$ cat config.mk
export PLATFORM = sky130hd
export DESIGN_NAME = mem_arbiter
export DESIGN_NICKNAME = d
export VERILOG_FILES = /design/src/rtl/mem_arbiter.sv
export SDC_FILE = /design/constraint.sdc
export NUM_CORES = 1
export LEC_CHECK = 0
export ABC_CLOCK_PERIOD_IN_PS = 4500
export CAP_MARGIN = 20
export CORE_MARGIN = 4
export CORE_UTILIZATION = 30
export DETAILED_ROUTE_END_ITERATION = 10
export HOLD_SLACK_MARGIN = 0.03
export PLACE_DENSITY = 0.74
export SETUP_SLACK_MARGIN = 0.15
export SYNTH_ARGS = -nofsm -noshare
export SYNTH_HDL_FRONTEND = slang
export SYNTH_SLANG_ARGS = --single-unit
$ cat constraint.sdc
create_clock -name clk -period 4.5 [get_ports clk]
set_input_delay 0.675 -clock clk [delete_from_list [all_inputs] [get_ports clk]]
set_output_delay 0.675 -clock clk [all_outputs]
set_load 0.01 [all_outputs]
$ cat src/rtl/mem_arbiter.sv
// mem_arbiter: shares one SPI memory engine between the instruction-fetch
// port and the load/store port. Each port uses a level request / one-cycle
// acknowledge handshake; the arbiter drives the engine's start/done protocol,
// checks data access sizes and abandons an access that runs too long.
module mem_arbiter #(
   parameter int PRIORITY_MODE  = 0,     // 0 = round-robin, 1 = data port always wins a tie
   parameter int TIMEOUT_CYCLES = 1024   // cycles mem_start may stay high waiting for mem_done
) (
   input  logic        clk,
   input  logic        rst,
   // instruction-fetch port (always a 4-byte read)
   input  logic        f_req,
   input  logic [23:0] f_addr,
   output logic        f_ack,
   // load/store port
   input  logic        d_req,
   input  logic [31:0] d_addr,
   input  logic [2:0]  d_num_bytes,
   input  logic        d_write,
   input  logic [31:0] d_wdata,
   output logic        d_ack,
   // shared response, valid with either ack
   output logic [31:0] rdata,
   output logic        err,
   // memory engine side
   output logic        mem_start,
   output logic [31:0] mem_addr,
   output logic [2:0]  mem_num_bytes,
   output logic        mem_write,
   output logic [31:0] mem_wdata,
   input  logic        mem_done,
   input  logic [31:0] mem_rdata,
   // status
   output logic        busy,
   output logic        owner
);

   typedef enum logic [1:0] {
      IDLE    = 2'd0,
      ACCESS  = 2'd1,
      RELEASE = 2'd2
   } state_t;

   localparam logic        OWNER_FETCH  = 1'b0;
   localparam logic        OWNER_DATA   = 1'b1;
   localparam logic [15:0] TIMEOUT_LAST = 16'(TIMEOUT_CYCLES - 1);

   // registered state
   state_t      state_reg,         state_next;
   logic        last_grant_reg,    last_grant_next;
   logic [15:0] count_reg,         count_next;
   logic        mem_start_reg,     mem_start_next;
   logic [31:0] mem_addr_reg,      mem_addr_next;
   logic [2:0]  mem_num_bytes_reg, mem_num_bytes_next;
   logic        mem_write_reg,     mem_write_next;
   logic [31:0] mem_wdata_reg,     mem_wdata_next;
   logic        f_ack_reg,         f_ack_next;
   logic        d_ack_reg,         d_ack_next;
   logic [31:0] rdata_reg,         rdata_next;
   logic        err_reg,           err_next;
   logic        owner_reg,         owner_next;

   // arbitration helpers
   logic tie;
   logic grant_data;
   logic size_ok;

   assign tie     = f_req & d_req;
   assign size_ok = (d_num_bytes == 3'd1) || (d_num_bytes == 3'd2) || (d_num_bytes == 3'd4);

   // Tie-break: fixed mode favours data; round-robin favours whoever did not
   // win last. A sole requester wins outright.
   assign grant_data = tie ? ((PRIORITY_MODE == 1) ? 1'b1 : (last_grant_reg == OWNER_FETCH))
                           : d_req;

   // Next-state and next-output logic; every register holds unless changed.
   always_comb begin
      state_next         = state_reg;
      last_grant_next    = last_grant_reg;
      count_next         = count_reg;
      mem_start_next     = mem_start_reg;
      mem_addr_next      = mem_addr_reg;
      mem_num_bytes_next = mem_num_bytes_reg;
      mem_write_next     = mem_write_reg;
      mem_wdata_next     = mem_wdata_reg;
      f_ack_next         = 1'b0;
      d_ack_next         = 1'b0;
      rdata_next         = rdata_reg;
      err_next           = err_reg;
      owner_next         = owner_reg;

      case (state_reg)
         IDLE: begin
            if (f_req || d_req) begin
               owner_next = grant_data;
               if (grant_data) begin
                  mem_addr_next      = d_addr;
                  mem_num_bytes_next = d_num_bytes;
                  mem_write_next     = d_write;
                  mem_wdata_next     = d_wdata;
               end else begin
                  mem_addr_next      = {8'd0, f_addr};
                  mem_num_bytes_next = 3'd4;
                  mem_write_next     = 1'b0;
                  mem_wdata_next     = 32'd0;
               end

               if (grant_data && !size_ok) begin
                  // Rejected without touching the engine; rdata keeps its value.
                  // last_grant still moves so a persistently bad data request
                  // cannot starve the fetch port in round-robin mode.
                  d_ack_next      = 1'b1;
                  err_next        = 1'b1;
                  last_grant_next = OWNER_DATA;
                  state_next      = RELEASE;
               end else begin
                  mem_start_next = 1'b1;
                  count_next     = 16'd0;
                  state_next     = ACCESS;
               end
            end
         end

         ACCESS: begin
            if (mem_done) begin
               rdata_next      = mem_rdata;
               err_next        = 1'b0;
               f_ack_next      = (owner_reg == OWNER_FETCH);
               d_ack_next      = (owner_reg == OWNER_DATA);
               mem_start_next  = 1'b0;
               last_grant_next = owner_reg;
               state_next      = RELEASE;
            end else if (count_reg == TIMEOUT_LAST) begin
               // Engine never answered: give up, report error, keep old rdata.
               err_next        = 1'b1;
               f_ack_next      = (owner_reg == OWNER_FETCH);
               d_ack_next      = (owner_reg == OWNER_DATA);
               mem_start_next  = 1'b0;
               last_grant_next = owner_reg;
               state_next      = RELEASE;
            end else begin
               count_next = count_reg + 16'd1;
            end
         end

         RELEASE: begin
            // Let the engine drop done before another start can be issued.
            if (!mem_done) begin
               state_next = IDLE;
            end
         end

         default: begin
            state_next     = IDLE;
            mem_start_next = 1'b0;
         end
      endcase
   end

   // State and output registers with synchronous reset.
   always_ff @(posedge clk) begin
      if (rst) begin
         state_reg         <= IDLE;
         last_grant_reg    <= OWNER_DATA;
         count_reg         <= 16'd0;
         mem_start_reg     <= 1'b0;
         mem_addr_reg      <= 32'd0;
         mem_num_bytes_reg <= 3'd0;
         mem_write_reg     <= 1'b0;
         mem_wdata_reg     <= 32'd0;
         f_ack_reg         <= 1'b0;
         d_ack_reg         <= 1'b0;
         rdata_reg         <= 32'd0;
         err_reg           <= 1'b0;
         owner_reg         <= 1'b0;
      end else begin
         state_reg         <= state_next;
         last_grant_reg    <= last_grant_next;
         count_reg         <= count_next;
         mem_start_reg     <= mem_start_next;
         mem_addr_reg      <= mem_addr_next;
         mem_num_bytes_reg <= mem_num_bytes_next;
         mem_write_reg     <= mem_write_next;
         mem_wdata_reg     <= mem_wdata_next;
         f_ack_reg         <= f_ack_next;
         d_ack_reg         <= d_ack_next;
         rdata_reg         <= rdata_next;
         err_reg           <= err_next;
         owner_reg         <= owner_next;
      end
   end

   assign mem_start     = mem_start_reg;
   assign mem_addr      = mem_addr_reg;
   assign mem_num_bytes = mem_num_bytes_reg;
   assign mem_write     = mem_write_reg;
   assign mem_wdata     = mem_wdata_reg;
   assign f_ack         = f_ack_reg;
   assign d_ack         = d_ack_reg;
   assign rdata         = rdata_reg;
   assign err           = err_reg;
   assign owner         = owner_reg;
   assign busy          = (state_reg != IDLE);

endmodule

==> run summary, run 1 <==
The worst pin sits at a relative slew slack of 40.5%. After the flow finishes, the layout carries non-filler instances totaling 1000. The detail route stage leaves a number of antenna-violating nets equal to 0. The final clock period utilization by the worst path is 55.3%, and the cell-internal power is 2540 µW. The clock drives 124 sinks.

The summed area of non-filler cells in the final layout was 8090 µm²; the switching part of the total was 24.8%. The average wire per cell in the routed design is 15.3 µm, and the instance count after placement with tap cells included is 968. The run gives 0 as the remaining design rule violation count.

The worst setup path is captured at a primary output. The run finished with clean final reports. By area the synthesized netlist is led by sky130_fd_sc_hd__dfxtp_1, sky130_fd_sc_hd__a22oi_1, sky130_fd_sc_hd__nor2_1, sky130_fd_sc_hd__nand2_1, sky130_fd_sc_hd__mux2i_1. The net count of the finished layout is 902. At the end of routability-driven placement, the weighted congestion stood at 0.826. At the placement stage, the worst setup path has a slack of 1.63 ns. The tools report the maximum clock rate as 0.402 GHz. The summed negative setup slack over all endpoints was 0 ns. Among all flip-flop cells after synthesis, the most frequent one is sky130_fd_sc_hd__dfxtp_1. Sequential cells account for 36.3% of the total power. The tools report the distinct cell type count after synthesis as 50.

Synthesis produced 559 cells. Once placement finished, the instance area stood at 7400 µm². The H-tree was split into 4 levels. The net count after synthesis is 689. For this design the ratio of total power to cell area is 418 nW/µm². The tightest min-delay check is of the reg2reg type. The wire length reported by the detailed router is 15.3 mm.

The register bit total from synthesis was 124. The final setup slack of the worst path came out at 2.01 ns. Post-CTS repair changed the size of 0 cells. After clock tree synthesis, the clock-pin slew on the worst setup and hold paths is 0.05 ns. The largest area contributor in the synthesized netlist is sky130_fd_sc_hd__dfxtp_1. The area of combinational cells with multiple inputs came out at 2240 µm². The per-instance average area after synthesis works out to 8.84 µm². Arrival time of data at the critical path endpoint: 1.81 ns. In this run the tool buffered the top-level ports with 234 buffer cells. The CTS buffer count is 17, and the number of filler instances in the final layout is 1527. The logs give 0 for the number of antenna violations at the first check in global routing and 2480 µm² for the register cell area after layout.

The tools report the number of pins with negative max-slew slack in the final report as 0. For this run, the detailed router's first-pass iteration total came to 5. Sequential cells were found to cover 50.2% of the synthesized design area. In the synthesized netlist the async set-or-reset flop fraction comes to 0%.

Data on the critical path is required at its endpoint by 3.83 ns. The repair_antennas step left the layout with diodes totalling 0. Entering global routing, the biggest net connects 82 pins. The portion of total power attributed to combinational logic came out at 18.9%.

The worst setup path is launched from a flip-flop. For this design, the CTS-stage hold fixing added 0 buffers. Max-cap violations in this run came to 0. Of the post-synthesis cell area, the dominant cell type holds 50.2%. Clock skew on the completed layout was measured at 0.00841 ns. Of the total power, the clock network draws 44.8%. The final critical-path required period came out at 2.49 ns.

The run gives 18600 µm² as the die outline area. For this block, the initial DRC count from the detailed router was 190. The number of failing setup endpoints in the final timing report came out at 0. Setup repair after global routing left no endpoint under its margin. IR analysis of the VDD net gives a maximum drop of 299 µV. The count of warnings emitted by yosys came out at 0. For the global-route wire length before repair, the log shows 23.6 mm. The worst setup path is of the reg2out kind. The run gives 0 as the residual overflow from global routing. The leakage component of the power was 0.00288 µW. The die extent in x works out to 136 µm. The root buffer cell chosen for the clock tree is sky130_fd_sc_hd__clkbuf_16. Relative to the synthesized area, the layout overhead comes to 63.7%.

Detailed placement ended at an HPWL of 10.8 mm. The transition time at the pin with the least slew margin is 0.892 ns, and the cell area after synthesis is 4940 µm². The number of synthesized flops with an enable pin is 0. The tools report the number of global-route vias before repair as 4673. For this block, the via count after detailed routing is 4831. The maximum fanout along the worst path is 8, and the maximum number of buffers from clock root to sink is 2. TritonCTS built the clock tree.

The post-route netlist has 6.89% of its cells at a drive strength greater than 1. Global routing used 16.0% of the available tracks across all layers. Row generation in the floorplan step produced 46 rows. The region available for standard cell placement spans 16000 µm². The floorplan step set the die height to 136 µm.

The initial standard-cell utilization of the core was 30.9%. Post-CTS timing repair inserted 0 buffers for setup. Hold violation count in the final report: 0. For the insertion delay to the later sink of the worst-skew pair, the log shows 0.41 ns. Dividing the detail-routed via count by the number of cells gives 4.83.

The switching component of the power is 838 µW. For this design the top-level I/O count stands at 235.
[per-layer routing]
layer,global-route usage (%),share of wire [%]
met1,18.2,40
met2,26.2,48
met3,7.96,11
met4,5.43,1.6
met5,0,0
[synth_stat cells, types with 2 or more instances]
master	count
sky130_fd_sc_hd__a22oi_1	43
sky130_fd_sc_hd__o21ai_1	4
sky130_fd_sc_hd__mux2i_1	25
sky130_fd_sc_hd__and2_1	3
sky130_fd_sc_hd__a211oi_1	28
sky130_fd_sc_hd__nand2_1	72
sky130_fd_sc_hd__nand2_2	3
sky130_fd_sc_hd__a21oi_1	49
sky130_fd_sc_hd__or4_1	2
sky130_fd_sc_hd__clkbuf_1	27
sky130_fd_sc_hd__o211ai_1	5
sky130_fd_sc_hd__nand3_1	5
sky130_fd_sc_hd__nor3_2	2
sky130_fd_sc_hd__o21ai_0	10
sky130_fd_sc_hd__nor3_1	3
sky130_fd_sc_hd__a41oi_1	2
sky130_fd_sc_hd__buf_2	17
sky130_fd_sc_hd__a31oi_1	7
sky130_fd_sc_hd__or3_1	3
sky130_fd_sc_hd__dfxtp_1	124
sky130_fd_sc_hd__inv_1	7
sky130_fd_sc_hd__nor2_1	82
sky130_fd_sc_hd__nand2b_1	2
sky130_fd_sc_hd__buf_6	2
sky130_fd_sc_hd__nand4_1	7
[path summary, 6_finish.rpt]
kind	startpoint	end	slack (ns)	depth (start not counted)
setup / recovery	state_reg[0]	busy	2.01	3
hold / removal	err	err	0.45	2
setup reg to reg	state_reg[0]	rdata[11]	2.19	5
hold reg to reg	err	err	0.45	2
[layout by cell type (no fill, tap or decap), types with 2 or more instances in the layout]
cell,count
sky130_fd_sc_hd__nand2_1,72
sky130_fd_sc_hd__clkbuf_16,17
sky130_fd_sc_hd__o21ai_1,3
sky130_fd_sc_hd__dfxtp_1,124
sky130_fd_sc_hd__nor3_2,2
sky130_fd_sc_hd__nand2b_1,2
sky130_fd_sc_hd__bufinv_16,5
sky130_fd_sc_hd__a31oi_1,7
sky130_fd_sc_hd__buf_4,7
sky130_fd_sc_hd__nor3_1,3
sky130_fd_sc_hd__nand2_2,3
sky130_fd_sc_hd__clkdlybuf4s50_1,233
sky130_fd_sc_hd__clkbuf_1,2
sky130_fd_sc_hd__a22oi_1,43
sky130_fd_sc_hd__a21oi_1,49
sky130_fd_sc_hd__nor2_1,82
sky130_fd_sc_hd__nand4_1,7
sky130_fd_sc_hd__or4_1,2
sky130_fd_sc_hd__o21ai_4,2
sky130_fd_sc_hd__a211oi_1,28
sky130_fd_sc_hd__inv_1,7
sky130_fd_sc_hd__clkinv_4,2
sky130_fd_sc_hd__mux2i_1,25
sky130_fd_sc_hd__and2_1,3
sky130_fd_sc_hd__o21ai_0,10
sky130_fd_sc_hd__or3_1,3
sky130_fd_sc_hd__a41oi_1,2
sky130_fd_sc_hd__clkbuf_8,3
sky130_fd_sc_hd__nand3_1,5
sky130_fd_sc_hd__o211ai_1,5
[power groups by stage]
| stage | clock (µW) | sequential [µW] | combinational, µW |
|---|---|---|---|
| 6_report | 1510 | 1230 | 638 |
| 5_1_grt | 1590 | 1240 | 697 |
| 4_1_cts | 1550 | 1230 | 643 |
| 3_5_place_dp | 0 | 1250 | 640 |
| 3_3_place_gp | 0 | 1250 | 635 |
| 2_1_floorplan | 0 | 1280 | 265 |
[per-stage QoR]
step	hold slack, ns	total power [µW]	utilization (%)
after floorplan	0.467	1550	-
after CTS	0.454	3420	50.4
after detailed placement	0.446	1890	46.3
after global routing	0.475	3530	50.6
final	0.450	3380	50.6
after global placement	0.442	1880	46.3
[critical path: stages (launching register included)]
cell and delay [ns]:
sky130_fd_sc_hd__dfxtp_1 0.39, sky130_fd_sc_hd__nor2_1 0.35, sky130_fd_sc_hd__inv_1 0.13, sky130_fd_sc_hd__clkdlybuf4s50_1 0.54
[cell type report]
type                       instances  share of cell area, %
tap                              216                   3.34
timing repair buffer             241                   29.8
multi-input combinational        381                   27.7
clock buffer                      22                   5.86
clock inverter                     9                   2.27
sequential                       124                   30.7
inverter                           7                  0.325
[logic make-up (layout without fill, tap and decap cells)]
| group | after synthesis | in the layout | share of synthesized area, % |
|---|---|---|---|
| mux | 25 | 25 | 5.06 |
| simple gates | 194 | 194 | 17.6 |
| xor+xnor | 1 | 1 | 0.177 |
| flops | 124 | 124 | 50.2 |
| buf+inv | 54 | 279 | 4.91 |
| compound gates | 160 | 160 | 21.8 |
| fa+ha+maj | 1 | 1 | 0.253 |
No activity file was read; power rests on OpenSTA's default activity.
==> inputs of run 2 (changes only) <==
Settings changed: ABC_CLOCK_PERIOD_IN_PS 4500 to 2600.
Clock period 4.5 ns to 2.6 ns, I/O delays scaled along.
==> run 2 against run 1 <==
Effect of this change: register-to-register slack got worse by 1.5 ns; combinational power rose by 76%; first-iteration DRC count rose by 26%; via count rose by 0.70%; highest routed layer unchanged.
==> run summary, run 2 (synthesis gave the netlist of run 1 again) <==
The flow ran to the end, and the final reports show no timing, DRC or antenna violations. The largest clock skew in the final design came out at 0.00866 ns. In this run the remaining antenna-violating nets after routing total 0. Dividing total power by cell area gives a power density of 715 nW/µm².

The smallest clock period supported by the final layout is computed as 2.20 ns. The data required time at the worst endpoint came out at 2.21 ns. The first detailed-routing pass ran for 5 iterations.

The critical path in this run is classified as reg2out. The first global-routing pass estimated 23.6 mm of wire. The number of gates resized after CTS was 0. Of the total power, the share spent switching nets is 26.6%.

Combinational logic burns 19.2% of the power. The longest clock path from root to sink contains 2 buffers. CTS placed an instance of sky130_fd_sc_hd__clkbuf_16 at the clock tree root. The die is 136 µm wide. The library cells used most frequently in the layout, excluding fill and tap cells, are sky130_fd_sc_hd__clkdlybuf4s50_1, sky130_fd_sc_hd__dfxtp_1, sky130_fd_sc_hd__nor2_1. After detailed placement, the total cell area comes to 7480 µm². The run gives 0 as the remaining design rule violation count. The final critical path takes up 84.8% of the cycle. The floorplan step defined a die boundary enclosing 18600 µm².

The hold violation count in the final report is 0. The boundary pin count was 235; the combined global-route utilization of all metal layers was 16.2%. For the pin count of the biggest net entering global routing, the log shows 53. Setup violations remaining at the end of the flow were counted as 0. The total half-perimeter wirelength after legalization and detailed placement was 10.8 mm. After the last flow step, the layout net total stands at 909. The wire length reported by the detailed router was 15.3 mm.

Setup repair after global routing left no endpoint under its margin. The type of element launching the critical path is a flip-flop. The detailed-route via count is 4865, and the CTS buffer count is 17. At the later pin of the worst-skew pair, clock insertion delay measures 0.41 ns. The run gives 0.00290 µW as the leakage component of the power. Buffers placed on the I/O ports in this run total 234. IR analysis of the VDD net gives a maximum drop of 406 µV. Once layout is done, the placed cells without fillers occupy 8110 µm².

The sequential share of power came out at 36.6%. Site row count: 46. The average wire per cell in the routed design was 15.2 µm; the violation count after the first detailed-route iteration was 240. The number of inserted diodes is 0.

Buffers inserted to repair hold after CTS numbered 0. For the residual overflow from global routing, the log shows 0. The switching component of the power is 1550 µW. Relative to the synthesized area, the layout overhead comes to 64.1%. The library cell used most frequently in the layout, excluding fill and tap cells, is sky130_fd_sc_hd__clkdlybuf4s50_1.

Fill cells in the final layout number 1527. For the worst setup path, the data arrival time is 1.81 ns. The congestion estimate from routability-driven global placement came to 0.818.

In this run, placement finished with an instance count of 976. The share of cells above drive strength 1 was 8.08%; the filler-free cell count of the finished design was 1008. The maximum clock rate is 0.454 GHz.

The run gives 0 as the max-cap violation count. For the pin with the worst max-slew slack, the measured transition is 0.858 ns. Clock edge transition at the registers on the reported setup and hold paths: 0.06 ns. The min-delay analysis places its worst path in the category reg2reg. Of the total power, the clock network draws 44.1%.

Number of pins with negative max-slew slack in the final report: 0. The H-tree was split into 4 levels. In the routed layout, each cell is associated on average with a via count of 4.83. Counting every sink on the clock net gives 124. The post-CTS repair timing setup buffer count was 0.

TritonCTS built the clock tree. Number of antenna violations at the first check in global routing: 0. The critical path endpoint category was a primary output.

The tools report the cell-internal power as 4260 µW. After routing, the total negative slack on setup checks comes to 0 ns. The number of global-route vias before repair is 4717, and the maximum fanout along the worst path is 8. The floorplan step set the die height to 136 µm. Worst slew margin relative to its limit: 42.8%. Area of the core: 16000 µm².

The tools report the initial standard-cell utilization of the core as 30.9%.
[run 2: worst paths after layout]
path	from	slack [ns]	cells after the start	to
setup / recovery	state_reg[0]	0.40	3	busy
setup reg to reg	count_reg[0]	0.64	6	count_reg[12]
hold / removal	rdata[9]	0.45	2	rdata[9]
hold reg to reg	rdata[9]	0.45	2	rdata[9]
[run 2: worst max-delay path, stage by stage (launching register included)]
cell and delay (ns):
sky130_fd_sc_hd__dfxtp_1 0.50, sky130_fd_sc_hd__nor2_1 0.17, sky130_fd_sc_hd__inv_1 0.13, sky130_fd_sc_hd__clkdlybuf4s50_1 0.60
[run 2: power groups by stage]
| stage | clock network [µW] | registers (µW) | logic (µW) |
|---|---|---|---|
| 5_1_grt | 2710 | 2140 | 1220 |
| 2_1_floorplan | 0 | 2220 | 459 |
| 6_report | 2560 | 2130 | 1120 |
| 3_3_place_gp | 0 | 2160 | 1120 |
| 3_5_place_dp | 0 | 2170 | 1130 |
| 4_1_cts | 2620 | 2130 | 1130 |
[run 2: final cells by class]
cell class / instances / area, µm² / share of cell area, %
sequential: 124 / 2480 / 30.6
multi-input combinational: 381 / 2240 / 27.6
clock inverter: 15 / 211 / 2.61
inverter: 7 / 26.3 / 0.324
timing repair buffer: 248 / 2460 / 30.3
tap: 216 / 270 / 3.33
clock buffer: 17 / 425 / 5.24
[run 2: metrics by stage]
| stage | hold slack, ns | setup WS (ns) | total power, µW | utilization, % |
|---|---|---|---|---|
| final | 0.451 | 0.396 | 5810 | 50.7 |
| after global routing | 0.477 | 0.241 | 6070 | 50.7 |
| after CTS | 0.455 | 0.363 | 5880 | 50.7 |
| after detailed placement | 0.447 | 0.0210 | 3290 | 46.7 |
| after global placement | 0.441 | 0.0356 | 3280 | 46.7 |
| after floorplan | 0.467 | 0.958 | 2680 | - |
[run 2: layer usage]
metal  global-route usage, %  up-vias  wire (µm)
li1                        -     2423          -
met1                    18.4     2249       6350
met2                    26.4      181       7250
met3                    7.18       12       1500
met4                    6.89        0        176
met5                       0        -          0
